File: src/rtl/des_pkg.sv
// rtl/des_pkg.sv - DES IP / IP^-1 index tables, mode encodings and block width.
package des_pkg;

    localparam int BLOCK_W = 64;

    typedef enum logic {
        DES_MODE_IP    = 1'b0,
        DES_MODE_IPINV = 1'b1
    } des_mode_e;

    // Entry i-1 names the DES input bit that lands on DES output bit i.
    localparam int unsigned IP_TABLE [BLOCK_W] = '{
        58, 50, 42, 34, 26, 18, 10,  2,
        60, 52, 44, 36, 28, 20, 12,  4,
        62, 54, 46, 38, 30, 22, 14,  6,
        64, 56, 48, 40, 32, 24, 16,  8,
        57, 49, 41, 33, 25, 17,  9,  1,
        59, 51, 43, 35, 27, 19, 11,  3,
        61, 53, 45, 37, 29, 21, 13,  5,
        63, 55, 47, 39, 31, 23, 15,  7
    };

    localparam int unsigned IPINV_TABLE [BLOCK_W] = '{
        40,  8, 48, 16, 56, 24, 64, 32,
        39,  7, 47, 15, 55, 23, 63, 31,
        38,  6, 46, 14, 54, 22, 62, 30,
        37,  5, 45, 13, 53, 21, 61, 29,
        36,  4, 44, 12, 52, 20, 60, 28,
        35,  3, 43, 11, 51, 19, 59, 27,
        34,  2, 42, 10, 50, 18, 58, 26,
        33,  1, 41,  9, 49, 17, 57, 25
    };

endpackage

File: src/rtl/des_perm_core.sv
// rtl/des_perm_core.sv - combinational DES IP / IP^-1; DES_PERM_SWAP_EN adds the L/R swap before IP^-1.
module des_perm_core
    import des_pkg::*;
(
    input  logic [BLOCK_W:1] data,
    input  logic             mode,
    output logic [BLOCK_W:1] result
);

    logic [BLOCK_W:1] src;

`ifdef DES_PERM_SWAP_EN
    assign src = (mode == DES_MODE_IPINV) ? {data[32:1], data[64:33]} : data;
`else
    assign src = data;
`endif

    // DES bit n lives at vector index 65-n, so the leftmost hex digit holds DES bits 1..4.
    for (genvar i = 1; i <= BLOCK_W; i++) begin : g_bit
        assign result[BLOCK_W + 1 - i] = (mode == DES_MODE_IPINV)
                                       ? src[BLOCK_W + 1 - IPINV_TABLE[i - 1]]
                                       : src[BLOCK_W + 1 - IP_TABLE[i - 1]];
    end

endmodule

File: src/rtl/des_perm_pipe.sv
// rtl/des_perm_pipe.sv - valid/ready pipelined DES IP / IP^-1 with sideband tag (DES_PERM_SWAP_EN in core).
module des_perm_pipe
    import des_pkg::*;
#(
    parameter int PIPE_STAGES = 2,
    parameter int TAG_W       = 4
)
(
    input  logic               clk,
    input  logic               rst,
    input  logic               in_valid,
    output logic               in_ready,
    input  logic [BLOCK_W:1]   in_data,
    input  logic               in_mode,
    input  logic [TAG_W-1:0]   in_tag,
    output logic               out_valid,
    input  logic               out_ready,
    output logic [BLOCK_W:1]   out_data,
    output logic [TAG_W-1:0]   out_tag,
    output logic               busy
);

    logic [BLOCK_W:1]       perm_data;
    logic [PIPE_STAGES-1:0] stg_valid;
    logic [PIPE_STAGES-1:0] stg_load;
    logic [BLOCK_W:1]       stg_data [PIPE_STAGES];
    logic [TAG_W-1:0]       stg_tag  [PIPE_STAGES];

    des_perm_core u_core (
        .data   (in_data),
        .mode   (in_mode),
        .result (perm_data)
    );

    // A stage may load when empty or when its occupant leaves this cycle.
    always_comb begin
        stg_load = '0;
        stg_load[PIPE_STAGES-1] = !stg_valid[PIPE_STAGES-1] || out_ready;
        for (int k = PIPE_STAGES - 2; k >= 0; k--) begin
            stg_load[k] = !stg_valid[k] || stg_load[k+1];
        end
    end

    assign in_ready = !rst && stg_load[0];

    // Data/tag only move with a valid block so the outputs keep the last result across bubbles.
    always_ff @(posedge clk) begin
        if (rst) begin
            for (int k = 0; k < PIPE_STAGES; k++) begin
                stg_valid[k] <= 1'b0;
                stg_data[k]  <= '0;
                stg_tag[k]   <= '0;
            end
        end else begin
            if (stg_load[0]) begin
                stg_valid[0] <= in_valid;
                if (in_valid) begin
                    stg_data[0] <= perm_data;
                    stg_tag[0]  <= in_tag;
                end
            end
            for (int k = 1; k < PIPE_STAGES; k++) begin
                if (stg_load[k]) begin
                    stg_valid[k] <= stg_valid[k-1];
                    if (stg_valid[k-1]) begin
                        stg_data[k] <= stg_data[k-1];
                        stg_tag[k]  <= stg_tag[k-1];
                    end
                end
            end
        end
    end

    assign out_valid = stg_valid[PIPE_STAGES-1];
    assign out_data  = stg_data[PIPE_STAGES-1];
    assign out_tag   = stg_tag[PIPE_STAGES-1];
    assign busy      = |stg_valid;

endmodule

File: config.mk
export PLATFORM = sky130hd
export DESIGN_NAME = des_perm_pipe
export DESIGN_NICKNAME = d
export VERILOG_FILES = /design/src/rtl/des_pkg.sv /design/src/rtl/des_perm_core.sv /design/src/rtl/des_perm_pipe.sv
export SDC_FILE = /design/constraint.sdc
export NUM_CORES = 1
export LEC_CHECK = 0
export ABC_AREA = 1
export CELL_PAD_IN_SITES_DETAIL_PLACEMENT = 1
export CELL_PAD_IN_SITES_GLOBAL_PLACEMENT = 1
export CORE_ASPECT_RATIO = 0.7
export CORE_MARGIN = 2
export CORE_UTILIZATION = 34
export DETAILED_ROUTE_END_ITERATION = 16
export PLACE_DENSITY = 0.82
export SLEW_MARGIN = 20
export SYNTH_ARGS = -nofsm -noshare
export SYNTH_HDL_FRONTEND = slang
export SYNTH_SLANG_ARGS = --single-unit
File: constraint.sdc
create_clock -name clk -period 3.9 [get_ports clk]
set_input_delay 0.39 -clock clk [delete_from_list [all_inputs] [get_ports clk]]
set_output_delay 0.39 -clock clk [all_outputs]
set_load 0.03 [all_outputs]
== Word-level counts from Yosys, hierarchy flattened ==
Memories as Yosys holds them, arrays and structs flattened.
Cells that the tools add are included.
Storage, ports and cells
  output and inout bits: 71
  bits in writable memories: 136
  word-level logic and storage cells: 89
  input port bits: 73
  memories kept: 2
  register bits after elaboration: 2
Cells by class
  reduce and logical (&&, ||, !) cells: 7
  bitwise operators: 4
  muxes and demuxes: 74
Memory list
  stg_data: depth 2, width 64, rd ports 2, clocked after Yosys merged registers in 0, write ports 2, RTL line des_perm_pipe.sv:26  | logic [BLOCK_W:1] stg_data [PIPE_STAGES];
  stg_tag: depth 2, width 4, rd ports 2, clocked after Yosys merged registers in 0, write ports 2, RTL line des_perm_pipe.sv:27  | logic [TAG_W-1:0] stg_tag [PIPE_STAGES];
Operators with widths (count)
  64-bit 2-to-1 mux: 2
  1-bit 2-to-1 mux: 70
  4-bit 2-to-1 mux: 2
  1-bit bitwise OR: 4
  1-bit logical NOT: 3
  1-bit logical OR: 2
  2-bit OR reduction: 1
  1-bit logical AND: 1

== Logic depth before layout (Yosys ltp) ==
  depth in word-level cells: 7
  depth in mapped cells: 7

== Modules after synthesis ==
A second synthesis with hierarchy kept.
Second synthesis, totals
  cell total of the unflattened synthesis: 708
  area, all modules: 6673.9 um^2
By module, submodules not included
  des_perm_pipe: cells an instance 510, times used 1, area an instance 5835.6 um^2
  des_perm_core: cells an instance 198, times used 1, area an instance 838.3 um^2

== Worst setup path before layout ==
No wires, ideal clock.
  kind: register -> register
  from: register stg_valid[1]
  to: memory stg_data[0][0] in the netlist's numbering, enable pin
  period minus slack after synthesis: 2.616 ns
  cell stages (with the launch flop): 4
  slack: 1.284 ns
  data arrival time: 1.899 ns
  path buffers: 0
  library setup time: 0.717 ns
  cell sequence: dfxtp_1 nand3_1 nand2_1 nand2_1
RTL lines
  from (decl): RTL line des_perm_pipe.sv:24  | logic [PIPE_STAGES-1:0] stg_valid;
  from (signal, indexed assignment): RTL line des_perm_pipe.sv:64  | stg_valid[k] <= stg_valid[k-1];
  to (decl): RTL line des_perm_pipe.sv:26

== Worst setup path in the final report ==
  from: input rst
  to: output in_ready
Between the ends
  word-level cells in the longest chain between the ends: 2
RTL lines
  from (decl): RTL line des_perm_pipe.sv:10  | input logic rst,
  1-bit logical NOT: RTL line des_perm_pipe.sv:44  | assign in_ready = !rst && stg_load[0];
  1-bit logical AND: RTL line des_perm_pipe.sv:44
  to (decl): RTL line des_perm_pipe.sv:12  | output logic in_ready,
Every way passes these cells.

==> reports/results.txt <==
Die height: 120 microns
Period utilisation layout: 0.591
WL per Instance: 15.9 microns
CP max FO: 4
Synth Instances: 643
Routed WL: 15300 microns
Min Hold Slack: 0.535 ns
Total Die Area: 20500 sq um
CTS resizes: 0
Cts hold-fix bufs: 0
Leakage power: 3.43 nW
Worst-Margin Slew: 1.03 ns
DRC viols: 0
DR vias: 4192
Synth Register Bits: 138
Vias in the first global route: 4467
Most frequent cells in the layout: clkdlybuf4s50_1 (142), inv_1 (141), nor2_1 (136), edfxtp_1 (136), nand2_1 (65)
Register area share after synthesis: 0.628
Commonest non-fill, non-tap cell in the layout: clkdlybuf4s50_1
Yosys cell types: 14
Avg Cell Area, Syn: 10.2 sq um
Initial Utilization: 0.347
Setup ws final: 1.59 ns
Die X: 170 microns
DP Worst Slack: 1.47 ns
Post-Syn Nets: 716
Crit path kind: in -> out
Routability cong.: 0.724
Clock Tree Buf Depth: 2
Relative slew slack: 0.311
Status: completed
Power Dens Cells: 467 nW/um^2
Total CTS buffers: 17
Post-CTS Setup Repair Bufs: 0
Initial antenna violation count: 0
Arrival time of the worst setup path: 1.92 ns
CP max stage delay: 0.66 ns
Max Cap Violations: 0
Area Overhead vs Synth: 25.2%
Num rows: 42
CP cell instances: clkdlybuf4s50_1 > inv_1 > nand2_1 > inv_1 > clkdlybuf4s50_1
End-of-flow core utilization: 0.435
TritonRoute pass-1 iters: 4
Final Max Tran Viols: 0
Synth Cell Area: 6570 sq um
Fin Setup TNS: 0 ns
Diode count: 0
I/O Buffers: 143
First-pass GRT wire length: 23600 microns
Unrepaired setup endpoints after global routing: no
FMAX: 434 MHz
Antenna viol nets, final: 0
Largest area contributor in the netlist: edfxtp_1
Minimum clock period: 2.31 ns
Vias per inst: 4.34
Clk_lat worst skew: 0.41 ns
CTS tree: built
Worst EP required: 3.51 ns
Non-Filler Instances: 967
Startpoint types: primary input
Post-Place Cells: 935
Layout cell share with drive strength beyond 1: 0.0538
Hold WC Path Type: reg -> reg
CTS clk-pin slew, worst paths: 0.06 ns
Root Driver: clkbuf_16
HPWL Detailed: 10600 microns
Fin. Hold Viols: 0
Final setup fails: 0
Fin nets: 785
Slowest-stage cell, CP: clkdlybuf4s50_1
Setup crit end kind: primary output
Peak supply drop: 0.290 mV
GRT Total Usage: 0.156
H-tree Lvls: 4
Largest net degree at the start of global routing: 121
Largest cells by area after synthesis: edfxtp_1 (62%), inv_1 (8.1%), buf_4 (8.0%), nor2_1 (7.8%), o21a_1 (6.9%)
Clk_skew: 0.00905 ns
Area share of the largest cell type after synthesis: 0.622
Core ar.: 18900 sq um
# IOs: 144
Clock sinks: 138
Remaining global-route overflow: 0
YS warnings: 0
Iter 0 DRT Violations: 276
==> worst paths after layout <==
kind	from	to	slack, ns	cells past startpoint
max	rst	in_ready	1.59	5
min	stg_valid[0]	stg_valid[1]	0.54	2
max reg2reg	stg_valid[0]	stg_data[0][24]	2.00	4
min reg2reg	stg_valid[0]	stg_valid[1]	0.54	2
==> critical path: cells and delay by family <==
family	cells	cell delay, ns
buffers and inverters	4	1.42
and+or+nand+nor	1	0.10
==> cell usage after synthesis (all sizes together) <==
cell    instances
a21oi           2
buf            88
o21a           60
edfxtp        136
clkbuf          8
or2             1
inv           141
dfxtp           2
nor2          136
nand3           2
nand2          67
==> layer usage <==
layer  share of wire  routed length, microns  GRT usage
met5               0                       0          0
met4          0.0094                     144     0.0411
met3           0.088                    1340     0.0704
met2            0.47                    7250      0.256
met1            0.43                    6600      0.187
==> cell families (layout without fill, tap and decap cells) <==
logic type             Yosys count  count (layout)  synth area share
flip-flops                     138             138             0.628
AND/OR/NAND/NOR                206             206             0.118
AO/OA/AOI/OAI                   62              62            0.0701
buffers and inverters          237             319             0.183
==> per-stage QoR <==
stage	power, W	area, sq um
detailed placement	0.00239	7670
global placement	0.00237	7670
finish	0.00384	8220
floorplan	0.00220	6570
global route	0.00399	8220
CTS	0.00389	8220
==> cell type report <==
cell class / count / area [sq um]
Fill cell: 2092 / 10700
Sequential cell: 138 / 4120
Timing Repair Buffer: 146 / 1460
Multi-Input combinational cell: 268 / 1270
Inverter: 141 / 529
Clock buffer: 17 / 425
Tap cell: 242 / 303
Clock inverter: 15 / 119
==> report_power, final <==
part	total (W)	leakage (nW)	internal (W)	switching [W]
sequential	0.00180	1.49	0.00177	0.0000364
clock	0.00149	0.252	0.000824	0.000665
combinational	0.000549	1.69	0.000223	0.000326
==> registers in the layout (all words and copies together), names as in the netlist <==
name       flops
stg_tag        8
stg_data     128
stg_valid      2
Note: power is estimated with default switching activity, not from simulation.
==> RTL edit 1, RTL diff (same flow settings) <==
Change the parameter `TAG_W` from 4 to 6.
--- a/src/rtl/des_perm_pipe.sv
+++ b/src/rtl/des_perm_pipe.sv
@@ -3,7 +3,7 @@
     import des_pkg::*;
 #(
     parameter int PIPE_STAGES = 2,
-    parameter int TAG_W       = 4
+    parameter int TAG_W       = 6
 )
 (
     input  logic               clk,
Ports: changed (resized in_tag and out_tag); port bits go from 144 to 148. No check against the original RTL was run, so the function may have changed too.
==> RTL edit 1 against the original RTL <==
Sequential cell count rose by 4; cell area grew 6.4%; total power rose by 4.1%; area after synthesis up 7.0%; wire length is 4.2% lower; worst hold slack lost 0.0080 ns; non-clock buffer count rose by 4; worst setup slack improved by 0.024 ns; count of clock-buffer cells in the layout is 1 higher; critical path type unchanged; largest power group unchanged; highest routed layer unchanged.
==> RTL edit 1: results (changes against the original RTL) <==
[routing]
first_pass_iters = 4  ; unchanged
drt_first_iter_violations = 177  ; -36%
wl_per_cell_um = 14.56  ; -8.2%
via_count = 4216  ; +0.57%

[finish]
fin_nets = 803  ; +2.3%
reg_top3 = stg_data (128), stg_tag (12), stg_valid (2)
num_antenna_cells = 0  ; unchanged
final_cells = 1009  ; +4.3%
drive_above_1_share = 0.1854  ; +0.1316
fillers = 2192  ; +4.8%

[place]
dpl-instance-area_um2 = 8192  ; +6.8%
gp_congestion = 0.7716  ; +6.6%
dp_worst_setup_slack_ns = 1.511  ; +0.04213 ns
dp_hpwl_um = 9979  ; -6.0%
dp_cells = 979  ; +4.7%
portBuffers = 147  ; +2.8%

[global_route]
grt_max_degree = 121  ; unchanged
grt_pass1_vias = 4538  ; +1.6%
grt_antenna_before_repair = 0  ; unchanged
grt_pass1_wl_um = 23900  ; +1.1%
grtUsageTotal = 0.1452  ; -0.01102

[setup_path]
cp_slowest_cell = clkdlybuf4s50_1
slowest_delay_ns = 0.65
path_max_fanout = 4  ; unchanged
crit_family = buffers and inverters
arrival_ns = 1.89  ; -0.03 ns

[synthesis]
synth_area_leaders = edfxtp_1 60%, nor2_2 8.9%, inv_1 7.7%, buf_4 7.5%, o21a_1 6.4%
ys_types = 15  ; +1
synth_nets = 732  ; +2.2%
ys_warn_count = 0  ; unchanged
async_flop_share = 0  ; unchanged
synth_edf_count = 140  ; +2.9%
synth_cells = 657  ; +2.2%
ys_seq_area_frac = 0.6040  ; -0.02394
ys_top_cells_by_count = 144 x inv_1, 140 x edfxtp_1, 100 x nor2_2
yosys_most_used_dff = edfxtp_1

[clock_network]
htree_levels = 4  ; unchanged
cts_resized = 0  ; unchanged
cts_setup_buffers = 0  ; unchanged
insertion_delay_ns = 0.42
cts_buffer_depth = 2  ; unchanged
cts_root_buf = clkbuf_16
path_clk_slew_ns = 0.06  ; about the same
cts_made_buffers = 17  ; unchanged

[status]
status = finished, final reports clean

[timing]
worst_pin_slew_ns = 1.026  ; -0.007633 ns
fin_skew_ns = 0.007671  ; -0.001377 ns

[pwr]
leakagePower_nw = 3.523  ; +2.8%
ir_drop_uv = 226.7  ; -22%

[min_path]
min_path_type = reg2reg

==> RTL edit 1: logic make-up (layout without fill, tap and decap cells) <==
logic type,Yosys count,in the layout,synth area share
flops,142,142,0.6040
simple gates,210,210,0.1499
compound gates,62,62,0.06553
buf+inv,243,325,0.1806
==> RTL edit 1: power breakdown <==
group | total, mW | leakage, nW | switching (mW) | internal (mW)
Combinational | 0.594 | 1.73 | 0.349 | 0.244
Sequential | 1.85 | 1.53 | 0.0362 | 1.82
Clock | 1.55 | 0.266 | 0.623 | 0.928
==> RTL edit 1: worst paths after layout <==
path                             start  cells past startpoint                       endpoint  slack, ns
min          stg_valid[0]$_SDFFE_PP0P_                      2      stg_valid[1]$_SDFFE_PP0P_       0.53
max                                rst                      5                       in_ready       1.62
min reg2reg  stg_valid[0]$_SDFFE_PP0P_                      2      stg_valid[1]$_SDFFE_PP0P_       0.53
max reg2reg  stg_valid[0]$_SDFFE_PP0P_                      5  stg_data[0][94]$_SDFFCE_PN0P_       2.10
==> RTL edit 1: metal layers <==
| metal | part of all wire | global-route usage | up-vias |
|---|---|---|---|
| met5 | 0 | 0 | - |
| met4 | 0.0095 | 0.03938 | 0 |
| met3 | 0.11 | 0.07387 | 12 |
| met2 | 0.47 | 0.2358 | 113 |
| met1 | 0.41 | 0.1695 | 1997 |
| li1 | - | - | 2094 |
==> RTL edit 1: area by class of cell <==
| cell class | count | area (um^2) | share of cell area |
|---|---|---|---|
| clock inverters | 12 | 123.9 | 0.01416 |
| inverters | 145 | 544.3 | 0.06221 |
| repair buffers | 150 | 1533 | 0.1752 |
| multi-input cells | 272 | 1536 | 0.1756 |
| flip-flops and latches | 142 | 4244 | 0.4851 |
| well taps | 270 | 337.8 | 0.03862 |
| clock buffers | 18 | 429.2 | 0.04906 |
==> RTL edit 2, RTL diff (config.mk and constraints unchanged) <==
Made on the original files. Add an input register stage for `in_mode`, with the module's reset; this delays it by one clock. The other inputs are not delayed to match.
--- a/src/rtl/des_perm_pipe.sv
+++ b/src/rtl/des_perm_pipe.sv
@@ -20,6 +20,16 @@
     output logic               busy
 );
 
+    logic in_mode_q;
+
+    always_ff @(posedge clk) begin
+        if (rst) begin
+            in_mode_q <= '0;
+        end else begin
+            in_mode_q <= in_mode;
+        end
+    end
+
     logic [BLOCK_W:1]       perm_data;
     logic [PIPE_STAGES-1:0] stg_valid;
     logic [PIPE_STAGES-1:0] stg_load;
@@ -28,7 +38,7 @@
 
     des_perm_core u_core (
         .data   (in_data),
-        .mode   (in_mode),
+        .mode   (in_mode_q),
         .result (perm_data)
     );
 
Formal check against the unedited RTL: not equivalent (a bounded check fails within 4 cycles, from zero or initial values and one cycle with rst high).
==> RTL edit 2 against the original RTL <==
Global-route usage shrank 0.33 points; total power rose by 1.1%; cell area up 0.81%; area after synthesis is 0.42% higher; wire length shrank 2.6%; sequential cell count up 1; worst setup slack lost 0.077 ns; worst hold slack worse by 0.050 ns.
==> RTL edit 2: results (changes against the original RTL) <==
[synthesis]
ys_warn_count = 0  ; unchanged
ys_types = 14  ; unchanged
ys_top_cells_by_count = 142 x inv_1, 137 x nor2_1, 136 x edfxtp_1
yosys_most_used_dff = edfxtp_1
synth_nets = 719  ; +0.42%
async_flop_share = 0  ; unchanged
synth_area_leaders = edfxtp_1 62%, inv_1 8.1%, buf_4 8.0%, nor2_1 7.8%, o21a_1 6.8%
ys_seq_area_frac = 0.6283  ; about the same
synth_edf_count = 136  ; unchanged

[place]
dp_hpwl_um = 9860  ; -7.1%
gp_congestion = 0.7680  ; +6.1%
portBuffers = 143  ; unchanged

[clock_network]
path_clk_slew_ns = 0.06  ; about the same
cts_resized = 0  ; unchanged
insertion_delay_ns = 0.41  ; about the same
htree_levels = 4  ; unchanged
cts_buffer_depth = 2  ; unchanged
cts_made_buffers = 17  ; unchanged
cts_setup_buffers = 0  ; unchanged
cts_root_buf = clkbuf_16

[setup_path]
crit_family = buffers and inverters
slowest_delay_ns = 0.67
arrival_ns = 1.99  ; +0.07 ns
cp_slowest_cell = clkdlybuf4s50_1
path_max_fanout = 4  ; unchanged

[routing]
wirelength_um = 14940  ; -2.6%
first_pass_iters = 4  ; unchanged
drt_first_iter_violations = 190  ; -31%
viasPerCell = 4.247  ; -2.0%

[timing]
fin_setup_tns_ns = 0  ; unchanged
period_needed_ns = 2.383  ; +0.07749 ns
worst_pin_slew_ns = 1.028  ; -0.006349 ns
fin_skew_ns = 0.006247  ; -0.002801 ns

[global_route]
grt_antenna_before_repair = 0  ; unchanged
grt_max_degree = 105  ; -13%
grt_pass1_vias = 4382  ; -1.9%
grt_pass1_wl_um = 23100  ; -2.3%
grtUsageTotal = 0.1530  ; -0.003291

[pwr]
ir_drop_uv = 263.5  ; -9.1%
leakagePower_nw = 3.411  ; -0.45%

[status]
status = finished, final reports clean

[finish]
fin_nets = 788  ; +0.38%
fillers = 2090  ; -0.096%
num_antenna_cells = 0  ; unchanged
reg_top3 = stg_data (128), stg_tag (8), stg_valid (2)
drive_above_1_share = 0.04396  ; -0.009837

[min_path]
min_path_type = in2reg

## RTL edit 2: cell types whose count changed in the layout (fill, tap and decap cells not counted), moves of 2 or more
cell and change:
bufinv_16 +2, clkinv_2 +4, inv_6 -4, clkbuf_1 +2, clkinv_4 -3, clkinvlp_4 -5, clkinv_1 +5
## RTL edit 2: worst paths after layout
kind | start | endpoint | slack (ns) | cells after the start
hold reg to reg | stg_valid[0]$_SDFFE_PP0P_ | stg_valid[1]$_SDFFE_PP0P_ | 0.53 | 2
setup reg to reg | in_mode_q$_SDFF_PP0_ | stg_data[0][49]$_SDFFCE_PN0P_ | 2.01 | 3
hold / removal | in_mode | in_mode_q$_SDFF_PP0_ | 0.49 | 3
setup / recovery | rst | in_ready | 1.52 | 5
## RTL edit 2: cell families (layout without fill, tap and decap cells)
kind of cell / after synthesis / after routing / synth area share
compound gates: 62 / 62 / 0.06982
buf+inv: 238 / 320 / 0.1833
flops: 139 / 139 / 0.6283
simple gates: 207 / 207 / 0.1186
## RTL edit 2: area by class of cell
class / instances / area share
clock buffers: 19 / 0.05223
clock inverters: 13 / 0.01298
inverters: 142 / 0.06431
multi-input cells: 269 / 0.1532
flip-flops and latches: 139 / 0.5005
well taps: 264 / 0.03986
repair buffers: 146 / 0.1769
## RTL edit 2: power breakdown
group / switching (mW) / internal, mW
logic: 0.305 / 0.226
clock network: 0.602 / 0.921
registers: 0.0498 / 1.78
## RTL edit 2: worst min-delay path, delay by kind of cell
| family | cells | cell delay, ns |
|---|---|---|
| AND/OR/NAND/NOR | 1 | 0.03 |
| buffers and inverters | 2 | 0.45 |
## RTL edit 2: through the flow
step           hold slack [ns]  instance area (um^2)  std cells  setup slack [ns]    util
4_1_cts                 0.4717                  8288        992             1.494  0.4369
3_5_place_dp            0.5324                  7747        960             1.465  0.4084
6_report                0.4855                  8288        992             1.517  0.4369
3_3_place_gp            0.4978                  7747        960             1.514  0.4084
5_1_grt                 0.4822                  8288        992             1.426  0.4369
2_1_floorplan           0.4591                  6595        646             1.284       -
## RTL edit 2: metal layers
layer  vias to the layer above  share of wire  track usage  wire length (um)
li1                       2058              -            -                 -
met1                      2027           0.43       0.1811              6466
met2                       116           0.47       0.2538              7087
met3                        12          0.082      0.06154              1228
met4                         0          0.010      0.05128               152
met5                         -              0            0                 0
